## config.mk

```make
export PLATFORM = sky130hd
export DESIGN_NAME = clock_mode_ctrl
export DESIGN_NICKNAME = d
export VERILOG_FILES = /design/src/rtl/clock_mode_ctrl.sv
export SDC_FILE = /design/constraint.sdc
export NUM_CORES = 1
export LEC_CHECK = 0
export CAP_MARGIN = 25
export CORE_MARGIN = 1
export CORE_UTILIZATION = 58
export CTS_CLUSTER_SIZE = 20
export DETAILED_ROUTE_END_ITERATION = 8
export PLACE_DENSITY = 0.87
export REMOVE_ABC_BUFFERS = 1
export SLEW_MARGIN = 20
export SYNTH_ARGS = -nofsm -noshare
export SYNTH_HDL_FRONTEND = slang
export SYNTH_SLANG_ARGS = --single-unit
export TNS_END_PERCENT = 50
```

## constraint.sdc

```tcl
create_clock -name Clk -period 14.2 [get_ports Clk]
set_clock_uncertainty 0.05 [all_clocks]
set_input_delay 1.42 -clock Clk [delete_from_list [all_inputs] [get_ports Clk]]
set_output_delay 1.42 -clock Clk [all_outputs]
set_load 0.005 [all_outputs]
```

## src/rtl/clock_mode_ctrl.sv

```systemverilog
// Mode controller and display selector for the clock top level: debounced
// mode decode, sub-block strobes, circular lap buffer and time-zone display.
//
//  state          | meaning
//  ---------------+--------------------------------------------------
//  M_NORMAL       | show running local time
//  M_SET_TIME     | time-set sub-block active, show userTime
//  M_STOPWATCH    | stopper running, show stopperTime
//  M_LAP_CAPTURE  | stopper running, KEY[0] stores a lap, KEY[1] clears
//  M_LAP_RECALL   | stopper running, show stored laps newest first
//  M_CD_SET       | countdown set sub-block active, show cdTime
//  M_CD_RUN       | countdown running, show cdTime
//  M_ALARM_SET    | alarm-set sub-block active, show alarmTime
//  M_DATE         | date-set sub-block active, show dateVal
//  M_FLASH        | flash display, display word frozen
//  M_ZONE         | show local time shifted by the selected zone offset
module clock_mode_ctrl #(
  parameter int          TW         = 32,
  parameter int          DAY_SEC    = 86400,
  parameter int          N_LAPS     = 4,
  parameter int          N_ZONES    = 8,
  // zone 7 .. zone 0 = -5, 2, 10, 5, -1, 6, -2, -7 hours
  parameter logic [39:0] ZONE_HRS   = {5'h1B, 5'h02, 5'h0A, 5'h05, 5'h1F, 5'h06, 5'h1E, 5'h19},
  parameter int          STABLE_CYC = 1024
) (
  input  logic                         Clk,
  input  logic                         Rst,
  input  logic [9:0]                   SW,
  input  logic [1:0]                   KEY,
  input  logic [TW-1:0]                nowTime,
  input  logic [TW-1:0]                stopperTime,
  input  logic [TW-1:0]                userTime,
  input  logic [TW-1:0]                alarmTime,
  input  logic [TW-1:0]                cdTime,
  input  logic [TW-1:0]                dateVal,
  input  logic [1:0]                   setTimeStage,
  input  logic [1:0]                   setAlarmStage,
  input  logic [1:0]                   setCDStage,
  input  logic [1:0]                   setDateStage,
  output logic [TW-1:0]                Out,
  output logic [1:0]                   timerState,
  output logic                         activeState,
  output logic                         DateOrTime,
  output logic                         flashFlag,
  output logic                         startSetTime,
  output logic                         startSetAlarm,
  output logic                         startCD,
  output logic                         startDate,
  output logic                         stopperRun,
  output logic                         modeChange,
  output logic [$clog2(N_LAPS+1)-1:0]  lapCount
);

  localparam int CW = $clog2(STABLE_CYC + 1);
  localparam int PW = $clog2(N_LAPS);
  localparam int LW = $clog2(N_LAPS + 1);
  localparam logic signed [TW+1:0] SEC_PER_HR = (TW+2)'(3600);
  localparam logic signed [TW+1:0] DAY_S      = (TW+2)'(DAY_SEC);

  typedef enum logic [3:0] {
    M_NORMAL, M_SET_TIME, M_STOPWATCH, M_LAP_CAPTURE, M_LAP_RECALL, M_CD_SET,
    M_CD_RUN, M_ALARM_SET, M_DATE, M_FLASH, M_ZONE
  } mode_t;

  mode_t           mode, modeNext;
  logic [2:0]      zoneIdx, zoneIdxNext;
  logic            zoneLocal, zoneLocalNext;
  logic            changeNext;

  logic [8:0]      swPrev;
  logic [CW-1:0]   stableCnt;
  logic            stableHit;

  logic            codeLegal;
  mode_t           codeMode;
  logic [2:0]      codeZoneIdx;
  logic            codeZoneLocal;

  logic [TW-1:0]   laps [N_LAPS];
  logic [PW-1:0]   wrPtr, rdIdx, recallIdx;
  logic [LW-1:0]   rdNext;
  logic [TW-1:0]   recallVal;

  logic signed [4:0]    zoneHrs;
  logic signed [TW+1:0] zoneOffs, zoneSum, zoneAdj;
  logic [TW-1:0]        zoneTime;
  logic [TW-1:0]        outNext;

  // Stability filter: the code must hold unchanged until the counter tops out.
  assign stableHit = (stableCnt == CW'(STABLE_CYC - 1));

  always_ff @(posedge Clk) begin
    if (Rst) begin
      swPrev    <= '0;
      stableCnt <= '0;
    end else begin
      swPrev <= SW[8:0];
      if (SW[8:0] != swPrev)
        stableCnt <= '0;
      else if (!stableHit)
        stableCnt <= stableCnt + CW'(1);
    end
  end

  always_comb begin
    codeLegal     = 1'b0;
    codeMode      = M_NORMAL;
    codeZoneIdx   = '0;
    codeZoneLocal = 1'b0;
    case (swPrev)
      9'd0:  begin codeLegal = 1'b1; codeMode = M_NORMAL;      end
      9'd1:  begin codeLegal = 1'b1; codeMode = M_SET_TIME;    end
      9'd2:  begin codeLegal = 1'b1; codeMode = M_STOPWATCH;   end
      9'd4:  begin codeLegal = 1'b1; codeMode = M_LAP_CAPTURE; end
      9'd5:  begin codeLegal = 1'b1; codeMode = M_LAP_RECALL;  end
      9'd8:  begin codeLegal = 1'b1; codeMode = M_CD_SET;      end
      9'd9:  begin codeLegal = 1'b1; codeMode = M_CD_RUN;      end
      9'd16: begin codeLegal = 1'b1; codeMode = M_ALARM_SET;   end
      9'd32: begin codeLegal = 1'b1; codeMode = M_DATE;        end
      9'd64: begin codeLegal = 1'b1; codeMode = M_FLASH;       end
      default: begin
        if (swPrev[8]) begin
          if (swPrev[7:0] == 8'd0) begin
            codeLegal     = 1'b1;
            codeMode      = M_ZONE;
            codeZoneLocal = 1'b1;
          end else begin
            for (int k = 0; k < 8; k++) begin
              if (k < N_ZONES && swPrev[7:0] == 8'(1 << k)) begin
                codeLegal   = 1'b1;
                codeMode    = M_ZONE;
                codeZoneIdx = 3'(k);
              end
            end
          end
        end
      end
    endcase
  end

  always_ff @(posedge Clk) begin
    if (Rst) begin
      mode       <= M_NORMAL;
      zoneIdx    <= '0;
      zoneLocal  <= 1'b0;
      modeChange <= 1'b0;
    end else begin
      mode       <= modeNext;
      zoneIdx    <= zoneIdxNext;
      zoneLocal  <= zoneLocalNext;
      modeChange <= changeNext;
    end
  end

  // A different zone selection counts as a mode change.
  always_comb begin
    modeNext      = mode;
    zoneIdxNext   = zoneIdx;
    zoneLocalNext = zoneLocal;
    changeNext    = 1'b0;
    if (stableHit && codeLegal) begin
      modeNext      = codeMode;
      zoneIdxNext   = codeZoneIdx;
      zoneLocalNext = codeZoneLocal;
      changeNext    = (codeMode != mode) ||
                      (codeMode == M_ZONE &&
                       (codeZoneLocal != zoneLocal || codeZoneIdx != zoneIdx));
    end

    timerState    = '0;
    activeState   = 1'b1;
    DateOrTime    = 1'b0;
    flashFlag     = 1'b0;
    startSetTime  = 1'b0;
    startSetAlarm = 1'b0;
    startCD       = 1'b0;
    startDate     = 1'b0;
    stopperRun    = 1'b0;
    case (mode)
      M_SET_TIME:  begin timerState = setTimeStage;  activeState = 1'b0; startSetTime  = 1'b1; end
      M_ALARM_SET: begin timerState = setAlarmStage; activeState = 1'b0; startSetAlarm = 1'b1; end
      M_CD_SET:    begin timerState = setCDStage;    activeState = 1'b0; end
      M_CD_RUN:    startCD = 1'b1;
      M_DATE: begin
        timerState  = setDateStage;
        activeState = 1'b0;
        DateOrTime  = 1'b1;
        startDate   = 1'b1;
      end
      M_FLASH:     flashFlag = 1'b1;
      M_STOPWATCH, M_LAP_CAPTURE, M_LAP_RECALL: stopperRun = 1'b1;
      default: ;
    endcase
    // Sub-blocks see a clean low cycle between two modes.
    if (modeChange) begin
      startSetTime  = 1'b0;
      startSetAlarm = 1'b0;
      startCD       = 1'b0;
      startDate     = 1'b0;
      stopperRun    = 1'b0;
    end
  end

  assign rdNext    = LW'(rdIdx) + LW'(1);
  assign recallIdx = wrPtr - PW'(1) - rdIdx;
  assign recallVal = (lapCount == '0) ? '0 : laps[recallIdx];

  always_ff @(posedge Clk) begin
    if (Rst) begin
      for (int i = 0; i < N_LAPS; i++) laps[i] <= '0;
      wrPtr    <= '0;
      rdIdx    <= '0;
      lapCount <= '0;
    end else begin
      if (mode == M_LAP_CAPTURE && KEY[1]) begin
        for (int i = 0; i < N_LAPS; i++) laps[i] <= '0;
        wrPtr    <= '0;
        lapCount <= '0;
      end else if (mode == M_LAP_CAPTURE && KEY[0]) begin
        laps[wrPtr] <= stopperTime;
        wrPtr       <= wrPtr + PW'(1);
        if (lapCount != LW'(N_LAPS))
          lapCount <= lapCount + LW'(1);
      end

      if (modeNext == M_LAP_RECALL && mode != M_LAP_RECALL)
        rdIdx <= '0;
      else if (mode == M_LAP_RECALL && KEY[0] && lapCount != '0)
        rdIdx <= (rdNext >= lapCount) ? '0 : PW'(rdNext);
    end
  end

  // Signed sum at TW+2 bits; a single correction lands back inside one day.
  always_comb begin
    zoneHrs  = ZONE_HRS[5*zoneIdx +: 5];
    zoneOffs = (TW+2)'(zoneHrs) * SEC_PER_HR;
    zoneSum  = $signed({2'b00, nowTime}) + zoneOffs;
    zoneAdj  = zoneSum;
    if (zoneSum < 0)
      zoneAdj = zoneSum + DAY_S;
    else if (zoneSum >= DAY_S)
      zoneAdj = zoneSum - DAY_S;
    zoneTime = TW'(zoneAdj);
  end

  always_comb begin
    outNext = Out;
    if (!SW[9]) begin
      case (mode)
        M_NORMAL:                   outNext = nowTime;
        M_SET_TIME:                 outNext = userTime;
        M_ALARM_SET:                outNext = alarmTime;
        M_CD_SET, M_CD_RUN:         outNext = cdTime;
        M_DATE:                     outNext = dateVal;
        M_STOPWATCH, M_LAP_CAPTURE: outNext = stopperTime;
        M_LAP_RECALL:               outNext = recallVal;
        M_ZONE:                     outNext = zoneLocal ? nowTime : zoneTime;
        default:                    outNext = Out;
      endcase
    end
  end

  always_ff @(posedge Clk) begin
    if (Rst) Out <= '0;
    else     Out <= outNext;
  end

endmodule
```

==> flow_metrics.py, run 1 <==
metrics = {
    "timing": {
        "slew_headroom_pct": 31.31,
        "worstMarginPinSlew_ns": 1.026,
        "fmax_mhz": 140.4,
        "report.final.hold_viol_count": 0,
        "finalSetupTns_ns": 0,
        "final.period_utilization_pct": 50.17,
        "grt_setup_unrepaired": "false",
        "layout_setup_ws_ns": 7.076,
        "min_period_ns": 7.124,
        "finalSetupViolCount": 0,
        "drv_slew": 0,
    },
    "worst_setup_path": {
        "crit_slowest_cell": "a2111oi_2",
        "crit_required_ns": 14.47,
        "critPathKind": "flip-flop to flip-flop",
        "worst_setup_path_start_kind": "flip-flop",
        "crit_top_cell": "ha_1",
        "critPathBufInv": 4,
        "crit_path_end_kind": "flip-flop",
        "crit_arrival_ns": 7.39,
        "max_stage_delay_ns": 0.52,
        "crit_family": "compound AO/OA/AOI/OAI gates",
        "path_max_fanout": 27,
    },
    "power": {
        "power_uw": 1448,
        "power_density_nw_per_um2": 84.27,
        "ir_worst_vdd_uv": 71.94,
        "p_leak_uw": 0.006633,
    },
    "yosys": {
        "synth.ff_latch_count": 196,
        "synth.most_common_cell": "and3_1",
        "synthTopCellsByCount": "and3_1 (137), edfxtp_1 (128), nand2_1 (124), clkbuf_1 (92), nor2_1 (92)",
        "yosys-top-cells-area": "edfxtp_1 (28%), dfxtp_1 (9.9%), and3_1 (6.2%)",
        "synth_ff_type": "edfxtp_1",
        "async_reset_ff_share_pct": 0,
        "synth_seq_area_share_pct": 37.95,
        "yosysWarnings": 0,
        "syn_inst": 1453,
        "yosysTopAreaCellShare_pct": 28.03,
        "synth.cell_area_um2": 13710,
        "ys_types": 83,
        "synth-edff-count": 128,
        "synth_area_per_cell_um2": 9.439,
        "synth_top_area_cell": "edfxtp_1",
    },
    "layout": {
        "diodes": 0,
        "fin_nets": 1924,
        "drive_above_1_share_pct": 7.332,
        "area_delta_synth_final_pct": 25.29,
        "seq_area_um2": 5205,
        "fillers": 1584,
        "multi_input_area_um2": 7988,
        "fin_util_pct": 74.98,
        "stdcell_area_um2": 17180,
    },
    "grt": {
        "grt_max_degree": 105,
        "grt_pass1_wl_mm": 73.18,
        "grtUsageTotal_pct": 39.73,
        "grt_overflow": 0,
        "antenna_found_initial": 4,
        "grt_pass1_vias": 13405,
    },
    "clock_tree": {
        "clock-sinks": 196,
        "cts_hold_buf": 0,
        "cts_resized": 0,
        "cts.path.max_buffers": 2,
        "postCtsSetupRepairBufs": 0,
        "path_clk_slew_ns": 0.09,
        "cts_buffers": 17,
        "tritoncts": "yes",
        "ctsHtreeMaxLevel": 4,
        "insertion_delay_ns": 0.46,
        "cts-root-buf": "clkbuf_16",
    },
    "route": {
        "vias": 13640,
        "via_per_inst": 6.899,
        "drt-initial-drc-count": 1916,
        "ant_nets": 0,
        "drt_first_pass_iters": 8,
        "drc_errors": 0,
        "routed_wl_mm": 47.87,
        "wl_per_cell_um": 24.21,
    },
    "floorplanning": {
        "core-area_um2": 22920,
        "pin_count": 260,
        "rows": 55,
        "die_x_um": 155.8,
        "chipHeight_um": 155.8,
        "die-area_um2": 24260,
        "initial_core_util_pct": 59.85,
    },
    "place": {
        "dp_slack_ns": 6.818,
        "gp_congestion": 0.9449,
        "place_area_um2": 16510,
        "hpwl_mm": 33.80,
        "placement.io_buffers": 259,
    },
    "flow_run": {
        "cap_violations": 0,
    },
    "status": {
        "status": "complete, no violations",
    },
    "worst_hold_path": {
        "hold_path.class": "flip-flop to flip-flop",
    },
}
-- through the flow --
step	hold WS (ns)	instances
2_1_floorplan	0.3887	1343
3_3_place_gp	0.3849	1942
3_5_place_dp	0.3962	1943
4_1_cts	0.4070	1975
5_1_grt	0.4245	1977
6_report	0.4083	1977
-- path summary, 6_finish.rpt --
| path | end | slack [ns] | startpoint | cells after the start |
|---|---|---|---|---|
| min reg2reg | Out[16] | 0.41 | Out[16] | 2 |
| max | Out[23] | 7.08 | zoneIdx[1] | 26 |
| max reg2reg | Out[23] | 7.08 | zoneIdx[1] | 26 |
| min | Out[16] | 0.41 | Out[16] | 2 |
-- final cells by class --
type                       instances  share of cell area, %
multi-input combinational       1113                  46.49
tap                              313                  2.279
timing repair buffer             289                  16.37
clock inverter                    15                  1.354
inverter                          34                 0.7427
clock buffer                      17                  2.476
sequential                       196                  30.29
-- cells by family after synthesis --
logic type	Yosys count	share of synthesized area, %
AO/OA/AOI/OAI	391	20.10
XOR/XNOR	93	6.076
adder cells (fa/ha/maj)	59	5.492
buffers and inverters	144	4.142
AND/OR/NAND/NOR	524	19.96
multiplexers	46	6.277
flip-flops	196	37.95
-- power breakdown --
group	switching [uW]	total (uW)	internal, uW
registers	14.1	638	624
logic	140	266	126
clock network	288	544	256
total	443	1450	1010
-- worst reg2reg max path: cells and delay by family, from the launching register on --
kind,cells,cell delay (ns)
XOR/XNOR,3,0.43
AND/OR/NAND/NOR,4,0.77
flip-flops,1,0.46
buffers and inverters,4,0.48
AO/OA/AOI/OAI,10,3.09
adder cells (fa/ha/maj),5,1.70
-- cell usage in the layout, fill, tap and decap left out, types with 56 or more instances in the layout --
| master | netlist | final |
|---|---|---|
| o21ai_0 | 77 | 77 |
| nor2_1 | 92 | 91 |
| dfxtp_1 | 68 | 68 |
| nand2_1 | 124 | 124 |
| ha_1 | 57 | 56 |
| edfxtp_1 | 128 | 128 |
| and3_1 | 137 | 137 |
| clkdlybuf4s50_1 | 0 | 258 |
| a21oi_1 | 84 | 82 |
-- registers in the layout (all words and copies together) (netlist names) --
signal      cells
modeChange      1
zoneIdx         3
stableCnt      11
Out            32
swPrev          9
mode            4
rdIdx           2
zoneLocal       1
laps          128
lapCount        3
wrPtr           2
-- per-layer routing --
metal | GRT usage (%) | vias up | wire [um]
met2 | 64.74 | 1026 | 22340
met5 | 0 | - | 10
li1 | - | 6003 | -
met1 | 49.34 | 6415 | 17310
met4 | 19.05 | 2 | 2263
met3 | 10.11 | 194 | 5940
(Power assumes the default switching activity.)
==> inputs of run 2 (changes only) <==
--- a/config.mk
+++ b/config.mk
@@ -7,10 +7,10 @@
 export LEC_CHECK = 0
 export CAP_MARGIN = 25
 export CORE_MARGIN = 1
-export CORE_UTILIZATION = 58
+export CORE_UTILIZATION = 48
 export CTS_CLUSTER_SIZE = 20
 export DETAILED_ROUTE_END_ITERATION = 8
-export PLACE_DENSITY = 0.87
+export PLACE_DENSITY = 0.76
 export REMOVE_ABC_BUFFERS = 1
 export SLEW_MARGIN = 20
 export SYNTH_ARGS = -nofsm -noshare
==> constraint.sdc (replaced) <==
create_clock -name Clk -period 6.1 [get_ports Clk]
set_clock_uncertainty 0.05 [all_clocks]
set_input_delay 0.61 -clock Clk [delete_from_list [all_inputs] [get_ports Clk]]
set_output_delay 0.61 -clock Clk [all_outputs]
set_load 0.005 [all_outputs]
==> flow_metrics.py, run 2 (synthesized netlist as in run 1, its figures left out) <==
metrics = {
    "status": {
        "status": "complete, no violations",
    },
    "clock_tree": {
        "cts_hold_buf": 0,
        "cts-root-buf": "clkbuf_16",
        "path_clk_slew_ns": 0.09,
        "cts.path.max_buffers": 2,
        "cts_buffers": 17,
        "insertion_delay_ns": 0.45,
        "ctsHtreeMaxLevel": 4,
        "clock-sinks": 196,
        "tritoncts": "yes",
    },
    "worst_hold_path": {
        "hold_path_depth": 2,
        "hold_path.class": "flip-flop to flip-flop",
        "holdPathEnd": "Out[16]",
        "min_from": "Out[16]",
    },
    "floorplanning": {
        "die-area_um2": 29250,
        "die_x_um": 171.0,
        "initial_core_util_pct": 49.10,
        "rows": 61,
        "core-area_um2": 27930,
        "pin_count": 260,
        "chipHeight_um": 171.0,
    },
    "worst_setup_path": {
        "worst_setup_path_start_kind": "flip-flop",
        "crit_family": "adder cells",
        "max_stage_delay_ns": 0.55,
        "crit_slowest_cell": "or4_4",
        "path_max_fanout": 5,
        "r2r_cells": 27,
        "rrSetupSlack_ns": 0.21,
        "critPathKind": "flip-flop to flip-flop",
        "r2r_start": "zoneIdx[1]",
        "crit_path_end_kind": "flip-flop",
        "r2r-end": "Out[27]",
        "crit_top_cell": "ha_1",
        "crit_required_ns": 6.42,
        "crit_arrival_ns": 6.21,
        "critPathBufInv": 5,
    },
    "power": {
        "p_leak_uw": 0.006888,
        "ir_worst_vdd_uv": 190.9,
        "power_uw": 3395,
        "power_density_nw_per_um2": 190.2,
    },
    "layout": {
        "top_regs": "laps (128), Out (32), stableCnt (11)",
        "final_cell_mix": "clkdlybuf4s50_1 (258), and3_1 (137), edfxtp_1 (128)",
        "fin_nets": 1968,
        "largest-register": "laps",
        "layout_commonest_cell": "clkdlybuf4s50_1",
        "area_delta_synth_final_pct": 30.18,
        "largest_reg_flops": 128,
        "drive_above_1_share_pct": 12.06,
        "diodes": 0,
        "stdcell_area_um2": 17850,
    },
    "place": {
        "place_area_um2": 16910,
        "hpwl_mm": 34.62,
        "placement.io_buffers": 259,
        "gp_congestion": 0.9951,
    },
    "timing": {
        "min_period_ns": 5.894,
        "drv_slew": 0,
        "slew_headroom_pct": 33.26,
        "fmax_mhz": 169.7,
        "final.period_utilization_pct": 96.62,
        "hold_slack_ns": 0.4087,
        "worstMarginPinSlew_ns": 1.001,
        "finalSetupViolCount": 0,
        "report.final.hold_viol_count": 0,
    },
    "route": {
        "wl_per_cell_um": 23.34,
        "drc_errors": 0,
        "drt_first_pass_iters": 7,
        "via_per_inst": 6.441,
        "drt-initial-drc-count": 1480,
        "ant_nets": 0,
        "vias": 13435,
        "routed_wl_mm": 48.69,
    },
    "grt": {
        "grt_max_degree": 129,
        "use_met2_pct": 52.56,
        "antenna_found_initial": 1,
        "grt_pass1_vias": 12848,
        "gr-max-usage-layer": "met2",
        "grt_use_met1_pct": 43.95,
        "grtUsageTotal_pct": 32.90,
        "gr-usage-met3_pct": 7.449,
        "grt_overflow": 0,
        "grt_pass1_wl_mm": 72.84,
    },
    "flow_run": {
        "cap_violations": 0,
    },
}
-- run 2: final cells by class --
class | count | area, um2
repair buffers | 333 | 3151
clock inverters | 15 | 212.7
clock buffers | 17 | 425.4
fillers | 2283 | 10080
flip-flops and latches | 196 | 5207
multi-input cells | 1113 | 8257
inverters | 34 | 127.6
well taps | 378 | 473.0
-- run 2: worst reg2reg max path, stage by stage, from the launching register on --
cell and delay, ns:
dfxtp_1 0.34, clkinv_1 0.09, ha_1 0.29, inv_2 0.06
ha_4 0.26, ha_1 0.13, inv_1 0.05, fa_1 0.47
inv_1 0.04, ha_2 0.19, ha_1 0.19, a21oi_2 0.15
o21bai_1 0.08, a21oi_1 0.16, xnor2_1 0.10, ha_2 0.40
o21ai_2 0.08, o21bai_1 0.21, a211oi_1 0.08, buf_4 0.17
nor2_1 0.27, mux2i_2 0.42, nand4_1 0.24, or4_4 0.55
o21ai_1 0.18, mux2i_1 0.27, a21oi_1 0.10, o31ai_1 0.21
-- run 2: metrics by stage --
stage	cells	setup TNS, ns	worst slack, ns	utilization (%)
global route	2086	-0.02601	-0.01331	63.91
detailed placement	2049	-0.05884	-0.01805	60.53
floorplan	1343	-8.654	-0.7613	-
finish	2086	0	0.2062	63.91
global placement	2049	0	0.03266	60.53
CTS	2083	0	0.01738	62.92
-- run 2: metal layers --
layer,wire (um),vias up
met5,0,-
met4,1511,0
met3,4934,106
met2,22770,759
met1,19470,6484
li1,-,6086
-- run 2: timing repair --
action                     in CTS  in global routing
buffers inserted                2                  3
setup endpoints to repair      12                 25
gates resized for setup         2                 55
pin swaps                       1                 15
-- run 2: how the worst max path moves through the flow --
stage	to	cells after the start	startpoint	slack (ns)
after floorplan	Out[27]	24	zoneIdx[2]	-0.76
after global placement	Out[27]	26	zoneIdx[0]	0.03
after detailed placement	Out[17]	28	zoneIdx[0]	-0.02
after CTS	Out[27]	26	zoneIdx[0]	0.02
after global routing	Out[27]	28	zoneIdx[1]	-0.01
final	Out[27]	27	zoneIdx[1]	0.21
-- run 2: report_power, final --
| part | switching [uW] | internal [uW] |
|---|---|---|
| Clock | 619 | 607 |
| Combinational | 353 | 332 |
| Sequential | 31.2 | 1450 |
==> inputs of run 3 (changes only) <==
--- a/config.mk
+++ b/config.mk
@@ -10,6 +10,8 @@
 export CORE_UTILIZATION = 48
 export CTS_CLUSTER_SIZE = 20
 export DETAILED_ROUTE_END_ITERATION = 8
+export GPL_ROUTABILITY_DRIVEN = 0
+export MAX_ROUTING_LAYER = met4
 export PLACE_DENSITY = 0.76
 export REMOVE_ABC_BUFFERS = 1
 export SLEW_MARGIN = 20
==> flow_metrics.py, run 3 (synthesized netlist as in run 1, its figures left out) <==
metrics = {
    "status": {
        "status": "complete, no violations",
    },
    "timing": {
        "fmax_mhz": 167.8,
        "grt_setup_unrepaired": "true",
        "drv_slew": 0,
        "final.period_utilization_pct": 97.72,
        "hold_slack_ns": 0.4036,
        "worstMarginPinSlew_ns": 0.9991,
        "finalSetupViolCount": 0,
        "report.final.hold_viol_count": 0,
        "slew_headroom_pct": 33.39,
        "min_period_ns": 5.961,
    },
    "grt": {
        "gr-max-usage-layer": "met2",
        "gr-usage-met3_pct": 5.066,
        "grtUsageTotal_pct": 33.16,
        "grt_max_degree": 129,
        "use_met2_pct": 52.39,
        "grt_use_met1_pct": 43.29,
        "grt_overflow": 0,
        "antenna_found_initial": 1,
        "grt_pass1_wl_mm": 71.53,
        "grt_pass1_vias": 12762,
    },
    "worst_setup_path": {
        "crit_arrival_ns": 6.20,
        "critPathKind": "flip-flop to flip-flop",
        "r2r_cells": 31,
        "worst_setup_path_start_kind": "flip-flop",
        "crit_required_ns": 6.34,
        "max_stage_delay_ns": 0.49,
        "path_max_fanout": 5,
        "crit_slowest_cell": "fa_1",
        "crit_path_end_kind": "flip-flop",
        "r2r-end": "Out[18]",
        "rrSetupSlack_ns": 0.14,
        "r2r_start": "zoneIdx[1]",
    },
    "route": {
        "drt-initial-drc-count": 1866,
        "drc_errors": 0,
        "routed_wl_mm": 47.60,
        "ant_nets": 0,
        "drt_first_pass_iters": 6,
        "wl_per_cell_um": 22.77,
        "vias": 13447,
        "via_per_inst": 6.434,
    },
    "flow_run": {
        "cap_violations": 0,
    },
    "place": {
        "hpwl_mm": 33.42,
        "placement.io_buffers": 259,
        "place_area_um2": 16850,
    },
    "clock_tree": {
        "path_clk_slew_ns": 0.09,
        "tritoncts": "yes",
        "insertion_delay_ns": 0.45,
        "cts.path.max_buffers": 2,
        "ctsHtreeMaxLevel": 4,
        "cts-root-buf": "clkbuf_16",
        "cts_buffers": 17,
        "clock-sinks": 196,
    },
    "layout": {
        "stdcell_area_um2": 17870,
        "drive_above_1_share_pct": 12.39,
        "fin_nets": 1971,
        "final_cell_mix": "clkdlybuf4s50_1 (258), and3_1 (137), edfxtp_1 (128)",
        "layout_commonest_cell": "clkdlybuf4s50_1",
        "area_delta_synth_final_pct": 30.33,
        "largest_reg_flops": 128,
        "largest-register": "laps",
        "top_regs": "laps (128), Out (32), stableCnt (11)",
        "fin_util_pct": 63.99,
    },
    "floorplanning": {
        "initial_core_util_pct": 49.10,
        "chipHeight_um": 171.0,
        "die_x_um": 171.0,
        "core-area_um2": 27930,
        "pin_count": 260,
        "die-area_um2": 29250,
        "rows": 61,
    },
    "worst_hold_path": {
        "hold_path.class": "flip-flop to flip-flop",
        "holdPathEnd": "Out[29]",
        "hold_path_depth": 2,
        "min_from": "Out[29]",
    },
    "power": {
        "p_leak_uw": 0.006906,
        "power_density_nw_per_um2": 187.9,
        "ir_worst_vdd_uv": 243.8,
    },
}
==> run 3: cell count changes in the layout (fill, tap and decap cells not counted), moves of 3 or more <==
cell	before	now
a21oi_1	80	77
a21oi_2	2	5
o21ai_0	70	73
o21ai_1	13	8
o21ai_2	3	6
==> run 3: final cells by class <==
type | count | area [um2]
Multi-Input combinational cell | 1113 | 8234
Timing Repair Buffer | 336 | 3187
Sequential cell | 196 | 5207
Antenna cell | 1 | 2.502
Tap cell | 378 | 473.0
Clock inverter | 15 | 215.2
Fill cell | 2284 | 10060
Inverter | 34 | 130.1
Clock buffer | 17 | 425.4
==> run 3: critical path: cells and delay by family (launching register included) <==
| family | cells | cell delay (ns) |
|---|---|---|
| buf+inv | 8 | 0.85 |
| xor+xnor | 1 | 0.16 |
| simple gates | 5 | 1.13 |
| compound gates | 10 | 1.55 |
| fa+ha+maj | 7 | 1.75 |
| flops | 1 | 0.34 |
==> run 3: worst max-delay path by stage <==
stage	start	end
after detailed placement	zoneIdx[1]	Out[11]
after CTS	zoneIdx[1]	Out[26]
after floorplan	zoneIdx[2]	Out[27]
after global placement	zoneIdx[0]	Out[11]
final	zoneIdx[1]	Out[18]
after global routing	zoneIdx[1]	Out[19]
==> run 3: routing by layer <==
metal,wire length (um),vias up
met1,18670,6399
met3,4878,115
met2,22410,836
met5,0,-
met4,1645,0
li1,-,6097
==> run 3: per-stage QoR <==
| stage | setup WS, ns | instances | power, uW | setup TNS (ns) |
|---|---|---|---|---|
| CTS | 0.01837 | 2079 | 3335 | 0 |
| detailed placement | -0.03262 | 2041 | 2137 | -0.08119 |
| global route | -0.07748 | 2090 | 3472 | -0.5964 |
| finish | 0.1394 | 2090 | 3358 | 0 |
| global placement | 0.1392 | 2041 | 2129 | 0 |
| floorplan | -0.7613 | 1343 | 1806 | -8.654 |
==> run 3: where the power goes <==
group / total (uW) / leakage, uW / internal, uW / switching, uW
combinational: 664 / 0.00472 / 324 / 340
sequential: 1480 / 0.00188 / 1450 / 29.8
clock: 1210 / 0.000308 / 606 / 605
==> run 3: repair_timing <==
action                                 4_1_cts  5_1_grt
setup endpoints to repair                   20       25
buffers inserted                             6        9
pin swaps                                    4       19
hold buffers                                 0        0
gates cloned                                 0        1
endpoints found under the hold margin        0        0
resized for setup                            5       51
